===== config.mk =====
export PLATFORM = sky130hd
export DESIGN_NAME = alu_seq
export DESIGN_NICKNAME = d
export VERILOG_FILES = /design/src/rtl/alu_seq.sv
export SDC_FILE = /design/constraint.sdc
export NUM_CORES = 1
export LEC_CHECK = 0
export CAP_MARGIN = 20
export CORE_ASPECT_RATIO = 1.1
export CORE_MARGIN = 2
export CORE_UTILIZATION = 55
export DETAILED_ROUTE_END_ITERATION = 16
export HOLD_SLACK_MARGIN = 0.05
export MAX_ROUTING_LAYER = met4
export PLACE_DENSITY = 0.78
export SYNTH_ARGS = -nofsm -noshare
export SYNTH_HDL_FRONTEND = slang
export SYNTH_SLANG_ARGS = --single-unit

===== constraint.sdc =====
create_clock -name clk -period 6.95 [get_ports clk]
set_input_delay 1.39 -clock clk [delete_from_list [all_inputs] [get_ports clk]]
set_output_delay 1.39 -clock clk [all_outputs]
set_load 0.1 [all_outputs]

===== src/rtl/alu_seq.sv =====
// alu_seq: handshaked saturating ALU with iterative shifts and an N/V/Z flag register
module alu_seq #(
    parameter int WIDTH      = 16,
    parameter int SHW        = 4,
    parameter int SHIFT_STEP = 1
) (
    input  logic             clk,
    input  logic             rst,
    input  logic             in_valid,
    output logic             in_ready,
    input  logic [WIDTH-1:0] a,
    input  logic [WIDTH-1:0] b,
    input  logic [2:0]       ctl,
    output logic             out_valid,
    input  logic             out_ready,
    output logic [WIDTH-1:0] result,
    output logic [2:0]       flags,
    output logic             busy
);
    typedef enum logic [1:0] {IDLE, SHIFT, DONE} state_t;
    localparam logic [SHW-1:0] STEP = SHW'(SHIFT_STEP);

    state_t           state_q, state_d;
    logic [WIDTH-1:0] work_q, work_d, result_q, result_d;
    logic [SHW-1:0]   rem_q, rem_d;
    logic [2:0]       op_q, op_d, flags_q, flags_d;
    logic             out_valid_q, out_valid_d;

    function automatic logic [WIDTH-1:0] paddsb(input logic [WIDTH-1:0] x, input logic [WIDTH-1:0] y);
        logic [WIDTH-1:0] r;
        logic [4:0]       s;
        r = '0;
        for (int i = 0; i < WIDTH/4; i++) begin
            s = {x[4*i+3], x[4*i+:4]} + {y[4*i+3], y[4*i+:4]};
            r[4*i+:4] = (s[4] ^ s[3]) ? {s[4], {3{~s[4]}}} : s[3:0];
        end
        return r;
    endfunction

    function automatic logic [WIDTH-1:0] red(input logic [WIDTH-1:0] x, input logic [WIDTH-1:0] y);
        logic [WIDTH-1:0] acc;
        acc = '0;
        for (int i = 0; i < WIDTH/8; i++)
            acc = acc + WIDTH'($signed(x[8*i+:8])) + WIDTH'($signed(y[8*i+:8]));
        return acc;
    endfunction

    logic [WIDTH-1:0]   b_eff, arith_res, alu_res, shifted;
    logic [WIDTH:0]     sum;
    logic               ov, is_arith, is_shift;
    logic [SHW-1:0]     step;
    logic [2*WIDTH-1:0] rot;

    always_comb begin
        b_eff     = ctl[0] ? ~b : b;
        sum       = {a[WIDTH-1], a} + {b_eff[WIDTH-1], b_eff} + (WIDTH+1)'(ctl[0]);
        ov        = sum[WIDTH] ^ sum[WIDTH-1];
        arith_res = ov ? {sum[WIDTH], {(WIDTH-1){~sum[WIDTH]}}} : sum[WIDTH-1:0];
        is_arith  = ctl[2:1] == 2'b00;
        is_shift  = ctl[2] & ~(ctl[1] & ctl[0]);
        alu_res   = is_arith        ? arith_res   :
                    ctl == 3'b010   ? paddsb(a, b) :
                    ctl == 3'b011   ? red(a, b)    :
                    ctl == 3'b111   ? a ^ b        : a;
        // Final step of a shift may be shorter than SHIFT_STEP
        step      = (rem_q < STEP) ? rem_q : STEP;
        rot       = {work_q, work_q} >> step;
        shifted   = op_q == 3'b100 ? work_q << step :
                    op_q == 3'b101 ? WIDTH'($signed(work_q) >>> step) : rot[WIDTH-1:0];
    end

    always_comb begin
        state_d     = state_q;
        work_d      = work_q;
        rem_d       = rem_q;
        op_d        = op_q;
        result_d    = result_q;
        flags_d     = flags_q;
        out_valid_d = out_valid_q;
        case (state_q)
            IDLE: if (in_valid) begin
                op_d   = ctl;
                work_d = a;
                rem_d  = b[SHW-1:0];
                if (is_shift && b[SHW-1:0] != '0) begin
                    state_d = SHIFT;
                end else begin
                    state_d     = DONE;
                    out_valid_d = 1'b1;
                    result_d    = alu_res;
                    flags_d     = is_arith ? {alu_res == '0, ov, alu_res[WIDTH-1]}
                                           : {alu_res == '0, flags_q[1:0]};
                end
            end
            SHIFT: begin
                work_d = shifted;
                rem_d  = rem_q - step;
                if (rem_d == '0) begin
                    state_d     = DONE;
                    out_valid_d = 1'b1;
                    result_d    = shifted;
                    flags_d     = {shifted == '0, flags_q[1:0]};
                end
            end
            DONE: if (out_ready) begin
                state_d     = IDLE;
                out_valid_d = 1'b0;
            end
            default: state_d = IDLE;
        endcase
    end

    always_ff @(posedge clk or posedge rst) begin
        if (rst) begin
            state_q     <= IDLE;
            work_q      <= '0;
            rem_q       <= '0;
            op_q        <= '0;
            result_q    <= '0;
            flags_q     <= '0;
            out_valid_q <= 1'b0;
        end else begin
            state_q     <= state_d;
            work_q      <= work_d;
            rem_q       <= rem_d;
            op_q        <= op_d;
            result_q    <= result_d;
            flags_q     <= flags_d;
            out_valid_q <= out_valid_d;
        end
    end

    assign in_ready  = state_q == IDLE;
    assign busy      = state_q != IDLE;
    assign out_valid = out_valid_q;
    assign result    = result_q;
    assign flags     = flags_q;
endmodule


* Word-level counts from Yosys, hierarchy flattened
Index checks and enable logic that the tools add are counted.
W data, S select, Z words.
** Storage, ports and cells
- Bits in registers :: 45
- Output and inout bits :: 22
- Logic and storage cells :: 102
** Operators by class
- Add/subtract/negate cells :: 10
- Order comparisons :: 1
- Eq/ne operators :: 11
- Shift operators :: 3
- Multiplexer cells :: 36
- Bitwise operators :: 17
- Reduce and logical (&&, ||, !) cells :: 16
** Operators with widths (count)
- $mux W16 :: 12
- $pmux W16 S2 :: 2
- $logic_not A16 Y1 :: 2
- $shr A32 B4 Y16 :: 1
- $mux W4 :: 6
- $add A4 B4 Y5 :: 4
- $add A16 B16 Y17 :: 1
- $add A17 B1 Y17 :: 1
- $not A16 Y16 :: 1
- $shl A16 B4 Y16 :: 1
- $sshr A16 B4 Y16 :: 1
- $xor A16 B16 Y16 :: 1
- $add A10 B8 Y11 :: 1
- $add A9 B8 Y10 :: 1
- $mux W2 :: 5
- $reduce_and A5 Y1 :: 2
- $add A8 B8 Y9 :: 1
- $eq A3 B3 Y1 const B :: 3
- $mux W3 :: 3
- $ne A2 B2 Y1 const B :: 4
- $not A1 Y1 :: 8
- $pmux W4 S2 :: 1
- $eq A3 B2 Y1 const B :: 2
- $pmux W2 S3 :: 1
- other kinds (18) :: 29

* Logic depth before layout (Yosys ltp)
- Depth after elaboration :: 11
- Gate-level depth with buffers :: 17

* Worst setup path after synthesis
No wires, ideal clock.
- Path type :: input to register
- From :: input ctl[0]
- To :: register flags_q[2], in the netlist flags[2]
- Setup time :: 0.095 ns
- Arrival time :: 4.922 ns
- Data required time :: 6.855 ns
- Slack :: 1.933 ns
- Stages on the path :: 16
- Cells stage by stage :: buf_6 -> clkbuf_1 -> buf_1 -> xor2_1 -> ha_1 -> a21oi_1 -> o21ai_1 -> a21oi_1 -> o21ai_4 -> a211oi_2 -> buf_6 -> a221oi_1 -> o31ai_1 -> nand4_1 -> or4_1 -> o31ai_1
** On the way
- Cells in the longest elaborated chain, start to end :: 10
- Elaborated cells between the ends (all ways) :: 23
- Classes of those cells :: add/sub: 2; eq/ne: 4; mux: 9; bitwise: 5; reduce/logical: 3
** RTL lines
- start: declaration :: RTL line 13 : input logic [2:0] ctl,
- $mux W16 :: RTL line 55 : b_eff = ctl[0] ? ~b : b;
- $add A16 B16 Y17 :: RTL line 56 : sum = {a[WIDTH-1], a} + {b_eff[WIDTH-1], b_eff} + (WIDTH+1)'(ctl[0]);
- $add A17 B1 Y17 :: RTL line 56
- $xor A1 B1 Y1 / $not A1 Y1 (equally long branches) :: RTL line 57, 58
- $mux W16 :: RTL line 58 : arith_res = ov ? {sum[WIDTH], {(WIDTH-1){~sum[WIDTH]}}} : sum[WIDTH-1:0];
- $mux W16 :: RTL line 61 : alu_res = is_arith ? arith_res :
- $logic_not A16 Y1 :: RTL line 91, 92
- $mux W3 :: RTL line 85 : if (is_shift && b[SHW-1:0] != '0) begin
- $mux W3 :: RTL line 81 : IDLE: if (in_valid) begin
- $pmux W3 S2 :: RTL line 80 : case (state_q)
- end signal: assignment :: RTL line 128 : flags_q <= flags_d;
- end: declaration :: RTL line 26 : logic [2:0] op_q, op_d, flags_q, flags_d;
Parallel ways exist; a longest one is shown, timed or not. The select of a mux whose other input is x is not followed.
A chain may end at the register's enable or synchronous reset.

* Final worst setup path
Ends and elaborated chain as after synthesis.

==> flow_metrics.py <==
metrics = {
    "logic_synthesis": {
        "ys_ff_latch": 45,
        "yosys.area.top_type": "dfrtp_1",
        "synth_area_um2": 5884,
        "synth_nets": 883,
        "syn_inst": 774,
        "ys_async_sr_fraction": 1.000,
        "synth_edf_count": 0,
        "yosysTopAreaCellShare": 0.1914,
        "synth_area_per_cell_um2": 7.603,
        "yosys_warnings": 0,
        "synth_top_flop_cell": "dfrtp_1",
        "ys_seq_area_frac": 0.1914,
        "synth.distinct_cells": 74,
        "synth_top_cells_by_area": "dfrtp_1, ha_1, fa_1",
    },
    "clock_network": {
        "clk_pin_slew_ps": 60,
        "clkLatencyLatePin_ps": 300,
        "postCtsSetupRepairBufs": 0,
        "h-tree-depth": 2,
        "clockBufferDepth": 2,
        "cts_tree": "done",
        "cts.sinks": 45,
        "cts_buffers": 5,
        "cts-root-buf": "clkbuf_16",
        "ctsResizeCount": 0,
        "cts_hold_buf": 0,
    },
    "placed_design": {
        "dp_cells": 952,
        "placed_area_um2": 6564,
        "hpwl_um": 15750,
        "port_buffers": 60,
        "gp_congestion": 0.9950,
        "post-place-ws_ps": 708.3,
    },
    "timing": {
        "setup_violations": 0,
        "fin_crit_ps": 6046,
        "finalHoldViolations": 0,
        "period_share": 0.8700,
        "tightest_slew_ps": 1128,
        "fmax_mhz": 165.4,
        "final-max-slew-violation-count": 0,
        "skew_ps": 4.442,
        "worst_slack_ps": 903.6,
        "finalSetupTns_ps": 0,
        "slew-limit-headroom": 0.2467,
        "grt_setup_unrepaired": "false",
    },
    "drt": {
        "drt_iter0_drc": 536,
        "drt_pass1_iterations": 8,
        "drt-total-wl_um": 19750,
        "wl_per_cell_um": 20.58,
        "postRouteAntennaNets": 0,
        "routed_via_density": 6.427,
        "vias": 6170,
        "remaining_drc_errors": 0,
    },
    "worst_setup_path": {
        "cp-end-kind": "flop",
        "max_stage_delay_ps": 950,
        "worstPathArrival_ps": 6240,
        "crit_path_start_kind": "input port",
        "cp_max_fo": 19,
        "path_class": "input port to flop",
        "required_ps": 7140,
        "crit_slowest_cell": "clkdlybuf4s50_1",
        "path_cells": "clkdlybuf4s50_1, xor2_1, ha_1, a21oi_1, o21ai_1, a21oi_1, o21ai_4, a211oi_2, a221oi_1, o31ai_1, nand4_1, or4_1, o31ai_1",
    },
    "power": {
        "p_leak_nw": 2.916,
        "ir_drop_mv": 0.3074,
        "p_per_area_nw_per_um2": 367.2,
    },
    "final_layout": {
        "seq_area_um2": 1126,
        "area_growth_pct": 13.97,
        "fin_util": 0.6452,
        "n_fill_cell": 947,
        "drive_gt1_frac": 0.05508,
        "finalInstanceArea_um2": 6706,
        "multiInputGateArea_um2": 4343,
        "finalNonFillerCells": 960,
        "fin_nets": 925,
        "diodes": 0,
    },
    "min_path": {
        "hp-class": "flop to flop",
    },
    "global_routing": {
        "grt-ovfl-total": 0,
        "grt_usage": 0.3612,
        "grt_max_degree": 46,
        "grt_pass1_wl_um": 31580,
        "grt_pass1_vias": 6202,
        "antenna_found_initial": 0,
    },
    "floorplan": {
        "start_util": 0.5661,
        "num_rows": 39,
        "ios": 61,
        "dieArea_um2": 11540,
        "coreArea_um2": 10390,
        "die_h_um": 112.5,
        "die_w_um": 102.6,
    },
    "job": {
        "maxCapViolCount": 0,
    },
    "outcome": {
        "status": "completed",
    },
}
registers in the layout, indices dropped and copies added, names as in the netlist:
| register | count |
|---|---|
| result | 16 |
| rem_q | 4 |
| op_q | 3 |
| work_q | 16 |
| flags | 3 |
| out_valid | 1 |
| state_q | 2 |
worst paths after layout:
kind | start | to | slack [ps] | cells after the start
min in group asynchronous | rst | result[10]$_DFFE_PP0P_ | 1620 | 2
hold / removal | result[10]$_DFFE_PP0P_ | result[10]$_DFFE_PP0P_ | 460 | 2
setup / recovery | ctl[0] | flags[2]$_DFFE_PP0P_ | 900 | 13
max in group asynchronous | rst | op_q[2]$_DFFE_PP0P_ | 4720 | 2
setup reg to reg | rem_q[1]$_DFFE_PP0P_ | flags[2]$_DFFE_PP0P_ | 4110 | 8
hold reg to reg | result[10]$_DFFE_PP0P_ | result[10]$_DFFE_PP0P_ | 460 | 2
cells in the final DEF, fill, tap and decap left out, types with 5 or more instances in the layout:
cell	instances
buf_4	8
inv_1	64
nand3_1	13
a31oi_1	7
nor4_1	8
nor2b_1	11
nand2b_1	15
nand4_1	7
o32ai_1	5
a21o_1	5
and2_1	5
xnor2_1	14
fa_1	22
o22ai_1	8
o21a_1	9
and3_1	6
a211o_1	5
clkdlybuf4s50_1	60
o21ai_1	6
ha_1	48
nor2_1	64
nand2_1	97
o21ai_0	63
a21oi_1	70
dfrtp_1	45
xor2_1	21
a221oi_1	5
a311oi_1	6
nor3_1	10
a22oi_1	6
o211ai_1	12
a221o_1	12
clkbuf_16	5
a211oi_1	7
routing by layer:
metal / track usage / vias up / part of all wire
met5: - / - / 0
met4: 0.1493 / 0 / 0.039
met3: 0.03611 / 59 / 0.061
met2: 0.6109 / 280 / 0.50
met1: 0.4347 / 2964 / 0.40
li1: - / 2867 / -
Yosys cell counts, types with 8 or more instances:
library cell / instances
nand2_1: 97
a21oi_1: 70
inv_1: 65
nor2_1: 64
o21ai_0: 63
ha_1: 48
dfrtp_1: 45
fa_1: 22
clkbuf_1: 21
xor2_1: 21
nand2b_1: 15
xnor2_1: 14
nand3_1: 13
a221o_1: 12
o211ai_1: 12
nor2b_1: 11
nor3_1: 10
nor4_1: 9
o21a_1: 9
o22ai_1: 8
where the power goes:
part	switching (mW)	internal, mW
logic	1.16	0.547
registers	0.132	0.386
clock network	0.106	0.132
worst max-delay path: cells and delay by family:
| family | cells | cell delay [ps] |
|---|---|---|
| adder cells (fa/ha/maj) | 1 | 530 |
| AO/OA/AOI/OAI | 8 | 2290 |
| buffers and inverters | 1 | 950 |
| XOR/XNOR | 1 | 370 |
| AND/OR/NAND/NOR | 2 | 690 |
cells by family after synthesis:
logic type | Yosys count | synth area share
AO/OA/AOI/OAI | 265 | 0.2949
AND/OR/NAND/NOR | 254 | 0.2014
buffers and inverters | 99 | 0.07166
adder cells (fa/ha/maj) | 70 | 0.1769
flip-flops | 45 | 0.1914
XOR/XNOR | 35 | 0.05210
multiplexers | 6 | 0.01169
final cells by class:
class | instances | share of cell area
inverters | 65 | 0.03638
flip-flops and latches | 45 | 0.1679
repair buffers | 69 | 0.1002
multi-input cells | 630 | 0.6476
well taps | 143 | 0.02668
clock buffers | 5 | 0.01866
clock inverters | 3 | 0.002612
metrics by stage:
| stage | total power, mW | hold slack [ps] |
|---|---|---|
| 2_1_floorplan | 1.762 | 442.2 |
| 4_1_cts | 2.436 | 469.4 |
| 3_3_place_gp | 2.145 | 448.9 |
| 6_report | 2.462 | 463.5 |
| 3_5_place_dp | 2.195 | 454.7 |
| 5_1_grt | 2.613 | 501.5 |
Power figures use the tool's default switching activity.
